===== src/rtl/piso_serializer_pkg.sv =====
// Shared definitions for the serializer and the detector stages fed by it.
//   state_t    : two-state FSM encoding (IDLE=0, SHIFT=1)
//   WORD_CNT_W : width of the completed-word counter
package piso_serializer_pkg;

  typedef enum logic {
    IDLE  = 1'b0,
    SHIFT = 1'b1
  } state_t;

  localparam int unsigned WORD_CNT_W = 8;

endpackage


===== src/rtl/piso_shift_core.sv =====
// Shift register plus bit counter for the parallel-in/serial-out path.
//   clk, rst   : clock, asynchronous active-high reset
//   load       : capture din, restart the bit counter at 0
//   shift      : advance one bit (ignored when load is high)
//   din        : parallel word
//   last       : the bit currently presented is the final one of the word
//   bit_nxt    : bit that will be at the head after this edge
//   last_nxt   : that head bit will be the final one of the word
module piso_shift_core #(
  parameter int unsigned WIDTH     = 8,
  parameter bit          MSB_FIRST = 1'b1
) (
  input  logic             clk,
  input  logic             rst,
  input  logic             load,
  input  logic             shift,
  input  logic [WIDTH-1:0] din,
  output logic             last,
  output logic             bit_nxt,
  output logic             last_nxt
);

  localparam int unsigned CNT_W = $clog2(WIDTH);

  logic [WIDTH-1:0] r_sreg;
  logic [WIDTH-1:0] w_sreg_nxt;
  logic [CNT_W-1:0] r_cnt;
  logic [CNT_W-1:0] w_cnt_nxt;

  always_comb begin
    w_sreg_nxt = r_sreg;
    w_cnt_nxt  = r_cnt;
    if (load) begin
      w_sreg_nxt = din;
      w_cnt_nxt  = '0;
    end else if (shift) begin
      // The head bit is always at the send-first end; shift toward it.
      w_sreg_nxt = MSB_FIRST ? {r_sreg[WIDTH-2:0], 1'b0} : {1'b0, r_sreg[WIDTH-1:1]};
      w_cnt_nxt  = r_cnt + CNT_W'(1);
    end
  end

  always_ff @(posedge clk or posedge rst) begin
    if (rst) begin
      r_sreg <= '0;
      r_cnt  <= '0;
    end else begin
      r_sreg <= w_sreg_nxt;
      r_cnt  <= w_cnt_nxt;
    end
  end

  assign last     = (r_cnt == CNT_W'(WIDTH - 1));
  assign bit_nxt  = MSB_FIRST ? w_sreg_nxt[WIDTH-1] : w_sreg_nxt[0];
  assign last_nxt = (w_cnt_nxt == CNT_W'(WIDTH - 1));

endmodule


===== src/rtl/piso_serializer.sv =====
// Parallel-in / serial-out serializer with valid/ready input handshake.
//   clk, rst    : clock, asynchronous active-high reset
//   din         : parallel word, transferred when din_valid && din_ready
//   din_valid   : upstream has a word
//   din_ready   : combinational; high in IDLE or while the last bit is out
//   sout        : registered serial bit (IDLE_BIT when not sending)
//   sout_valid  : registered, sout carries a data bit
//   sout_last   : registered, sout carries the final bit of a word
//   word_cnt    : completed words, wraps modulo 256
module piso_serializer
  import piso_serializer_pkg::*;
#(
  parameter int unsigned WIDTH     = 8,
  parameter bit          MSB_FIRST = 1'b1,
  parameter logic        IDLE_BIT  = 1'b0
) (
  input  logic                  clk,
  input  logic                  rst,
  input  logic [WIDTH-1:0]      din,
  input  logic                  din_valid,
  output logic                  din_ready,
  output logic                  sout,
  output logic                  sout_valid,
  output logic                  sout_last,
  output logic [WORD_CNT_W-1:0] word_cnt
);

  state_t                r_state;
  logic                  r_sout;
  logic                  r_sout_valid;
  logic                  r_sout_last;
  logic [WORD_CNT_W-1:0] r_word_cnt;

  logic w_core_last;
  logic w_bit_nxt;
  logic w_last_nxt;
  logic w_last_act;
  logic w_xfer;
  logic w_shift;

  assign w_last_act = (r_state == SHIFT) && w_core_last;
  assign din_ready  = (r_state == IDLE) || w_last_act;
  assign w_xfer     = din_valid && din_ready;
  assign w_shift    = (r_state == SHIFT) && !w_core_last;

  piso_shift_core #(
    .WIDTH     (WIDTH),
    .MSB_FIRST (MSB_FIRST)
  ) u_core (
    .clk      (clk),
    .rst      (rst),
    .load     (w_xfer),
    .shift    (w_shift),
    .din      (din),
    .last     (w_core_last),
    .bit_nxt  (w_bit_nxt),
    .last_nxt (w_last_nxt)
  );

  // Outputs are loaded with the value the shift core will hold after this
  // edge, so sout tracks the head bit without a combinational path from din.
  always_ff @(posedge clk or posedge rst) begin
    if (rst) begin
      r_state      <= IDLE;
      r_sout       <= IDLE_BIT;
      r_sout_valid <= 1'b0;
      r_sout_last  <= 1'b0;
      r_word_cnt   <= '0;
    end else begin
      case (r_state)
        IDLE: begin
          if (w_xfer) begin
            r_state      <= SHIFT;
            r_sout       <= w_bit_nxt;
            r_sout_valid <= 1'b1;
            r_sout_last  <= w_last_nxt;
          end else begin
            r_sout       <= IDLE_BIT;
            r_sout_valid <= 1'b0;
            r_sout_last  <= 1'b0;
          end
        end
        SHIFT: begin
          if (w_core_last) begin
            r_word_cnt <= r_word_cnt + WORD_CNT_W'(1);
          end
          if (!w_core_last || w_xfer) begin
            r_sout       <= w_bit_nxt;
            r_sout_valid <= 1'b1;
            r_sout_last  <= w_last_nxt;
          end else begin
            r_state      <= IDLE;
            r_sout       <= IDLE_BIT;
            r_sout_valid <= 1'b0;
            r_sout_last  <= 1'b0;
          end
        end
        default: begin
          r_state      <= IDLE;
          r_sout       <= IDLE_BIT;
          r_sout_valid <= 1'b0;
          r_sout_last  <= 1'b0;
        end
      endcase
    end
  end

  assign sout       = r_sout;
  assign sout_valid = r_sout_valid;
  assign sout_last  = r_sout_last;
  assign word_cnt   = r_word_cnt;

endmodule


===== config.mk =====
export PLATFORM = sky130hd
export DESIGN_NAME = piso_serializer
export DESIGN_NICKNAME = d
export VERILOG_FILES = /design/src/rtl/piso_serializer_pkg.sv /design/src/rtl/piso_shift_core.sv /design/src/rtl/piso_serializer.sv
export SDC_FILE = /design/constraint.sdc
export NUM_CORES = 1
export LEC_CHECK = 0
export CAP_MARGIN = 20
export CORE_UTILIZATION = 35
export CTS_CLUSTER_DIAMETER = 30
export DETAILED_ROUTE_END_ITERATION = 16
export RECOVER_POWER = 25
export REMOVE_ABC_BUFFERS = 1
export SLEW_MARGIN = 25
export SYNTH_ARGS = -nofsm -noshare
export SYNTH_HDL_FRONTEND = slang
export SYNTH_SLANG_ARGS = --single-unit
export TNS_END_PERCENT = 5

===== constraint.sdc =====
create_clock -name clk -period 1.5 [get_ports clk]
set_input_delay 0.15 -clock clk [delete_from_list [all_inputs] [get_ports clk]]
set_output_delay 0.15 -clock clk [all_outputs]
set_load 0.005 [all_outputs]

==> impl_metrics.toml <==
[flow_run]
max_cap_viol_count = 0

[synthesis]
synth_edf_count = 0
syn_avg_cell_area_sq_um = 11.32
ys.flop_type = "dfrtp_1"
netlist_area_sq_um = 917.1
ys_seq_elements = 21
async_reset_ff_share_pct = 100.0
syn_inst = 81
ys_types = 18
yosysSeqAreaShare_pct = 57.30
yosysWarnings = 0

[clock_network]
cts_hold_buf = 0
clk_pin_slew_ns = 0.11
htreeDepth = 1
tritoncts = "done"
numCtsBuffers = 3
cts_sinks = 21
root_buffer = "clkbuf_4"
cts_max_path_buffers = 2
clk_latency_ns = 0.29

[sta]
finalHoldViolations = 0
setup_slack_ns = 0.01277
rsz0062_at_grt = "yes"
drv_slew = 0
max_freq_ghz = 0.6724
skew_ns = 0.001895
max_slew_margin_pct = 23.86
period_needed_ns = 1.487
setup_viol = 0
period_share_pct = 99.15
worst_pin_slew_ns = 1.142

[route]
vias = 669
routed_wl_mm = 1.537
post_drt_wl_per_cell_microns = 10.98
drt_iter0_markers = 8
dr.pass1.iters = 3
ant_nets = 0
drcViolationCount = 0
drt-vias-per-instance = 4.779

[min_path]
hp-class = "primary input to register"
hp-start = "din[7]"

[run_status]
status = "finished, final reports clean"

[global_route]
grt_pass1_vias = 660
grt_overflow = 0
groute.usage.overall_pct = 13.77
grt_max_degree = 22
grt_pass1_wl_mm = 2.829
antenna_found_initial = 0

[critical_path]
endpoint_kind = "output port"
cp-start-kind = "register"
path_class = "register to output port"
crit_slowest_cell = "dfrtp_1"
critical_path_required_ns = 1.35
cp_max_fo = 2
r2r-start = "u_core.r_cnt[0]"
worstPathArrival_ns = 1.34
cp_cell_sequence = "ha_2 -> ha_4 -> nor2b_2 -> inv_1 -> buf_2"
cpPeakStageDelay_ns = 0.40
startpoint = "u_core.r_cnt[1]"

[placement]
hpwl_mm = 1.098
numPortBuffers = 22
gp_congestion = 0.6681
pre_cts_ws_ns = -0.06129
dpl-instance-area_sq_mm = 0.001190

[cells_and_area]
drive_above_1_share_pct = 13.64
regArea_sq_um = 525.5
finalNetCount = 125
multi_input_area_sq_um = 391.6
final_cell_area_sq_mm = 0.001252
nFillCells = 248
area_growth_syn_to_layout_pct = 36.56
postLayoutCoreUtil_pct = 50.56
diodes = 0

[power]
powerDensity_mw_per_mm2 = 1580
power_w = 0.001979
p_leak_nw = 0.5744
ir_drop_mv = 0.8243

[die]
initial_core_util_pct = 37.02
dieArea_sq_mm = 0.002829
dieHeight_microns = 53.19
core-area_sq_mm = 0.002477
die_x_microns = 53.19
ios = 23
rows = 18
-- cell usage in the layout, fill, tap and decap left out, drive strengths merged --
cell type      instances
xnor2                  6
dlygate4sd3            1
inv                    2
xor2                   1
buf                    7
mux2                   1
dfrtp                 21
clkbuf                 5
clkdlybuf4s50         20
ha                     3
nor3                   1
o21ai                  9
nand4                  4
mux2i                  8
and2                   1
nor2                   1
nand2b                 3
nor2b                  1
and3                   2
nand2                 13
-- synthesized netlist by cell type (2+ instances only) --
cell type	n	share of area, %
xnor2_1	6	5.7
mux2i_1	8	8.7
dfrtp_1	21	57
nand2b_1	3	2.0
buf_2	3	1.6
ha_1	3	4.1
inv_1	2	0.82
nand4_1	4	2.7
nand2_1	13	5.3
o21ai_0	9	4.9
and3_1	2	1.4
-- registers in the layout (all words and copies together), names as in the netlist --
signal / count
sout: 1
sout_valid: 1
u_core.r_cnt: 3
sout_last: 1
u_core.r_sreg: 7
word_cnt: 8
-- layer usage --
metal	part of all wire, %	vias up	global-route usage [%]
li1	-	328	-
met1	43	326	16.01
met2	53	15	25.32
met3	4.3	0	2.586
met4	0	0	3.947
met5	0	-	0
-- where the power goes --
group          total, W  internal, W  switching [W]
clock          0.000264     0.000103       0.000161
sequential     0.000891     0.000755       0.000136
combinational  0.000824     0.000463       0.000361
-- stage by stage --
| step | instances | TNS (ns) | hold slack [ns] |
|---|---|---|---|
| 2_1_floorplan | 77 | -3.283 | 0.1265 |
| 3_3_place_gp | 134 | -0.04032 | 0.4614 |
| 3_5_place_dp | 134 | -0.06129 | 0.4697 |
| 4_1_cts | 139 | -0.01762 | 0.1794 |
| 5_1_grt | 140 | -0.7512 | 0.4542 |
| 6_report | 140 | 0 | 0.4089 |
-- worst paths after layout --
| kind | cells after the start | slack [ns] | end |
|---|---|---|---|
| worst min-delay path | 3 | 0.41 | sout |
| worst max register to register | 4 | 0.07 | word_cnt[1] |
| min in group asynchronous | 3 | 0.64 | word_cnt[2] |
| worst min register to register | 1 | 0.48 | word_cnt[7] |
| max in group asynchronous | 3 | 0.19 | u_core.r_cnt[2] |
| worst max-delay path | 5 | 0.01 | din_ready |
-- worst max-delay path: cells and delay by family (launching register included) --
kind / cells / cell delay, ns
flip-flops: 1 / 0.40
adder cells (fa/ha/maj): 2 / 0.36
buffers and inverters: 2 / 0.18
AND/OR/NAND/NOR: 1 / 0.12
-- logic make-up (layout without fill, tap and decap cells) --
kind of cell	after synthesis	in the layout	synth area share (%)
compound gates	9	9	4.911
xor+xnor	7	7	6.685
fa+ha+maj	3	3	4.093
buf+inv	6	35	3.274
flops	21	21	57.30
mux	9	9	9.959
simple gates	26	26	13.78
-- timing repair --
item,in CTS,in global routing
endpoints found under the setup margin,1,1
pin swaps,1,0
resized for setup,10,0
setup buffers,2,1
-- final cells by class --
class | count | area share, %
repair buffers | 29 | 21.08
inverters | 2 | 0.5994
clock buffers | 4 | 2.098
flip-flops and latches | 21 | 41.96
well taps | 30 | 2.997
multi-input cells | 54 | 31.27
(Power assumes the default switching activity.)
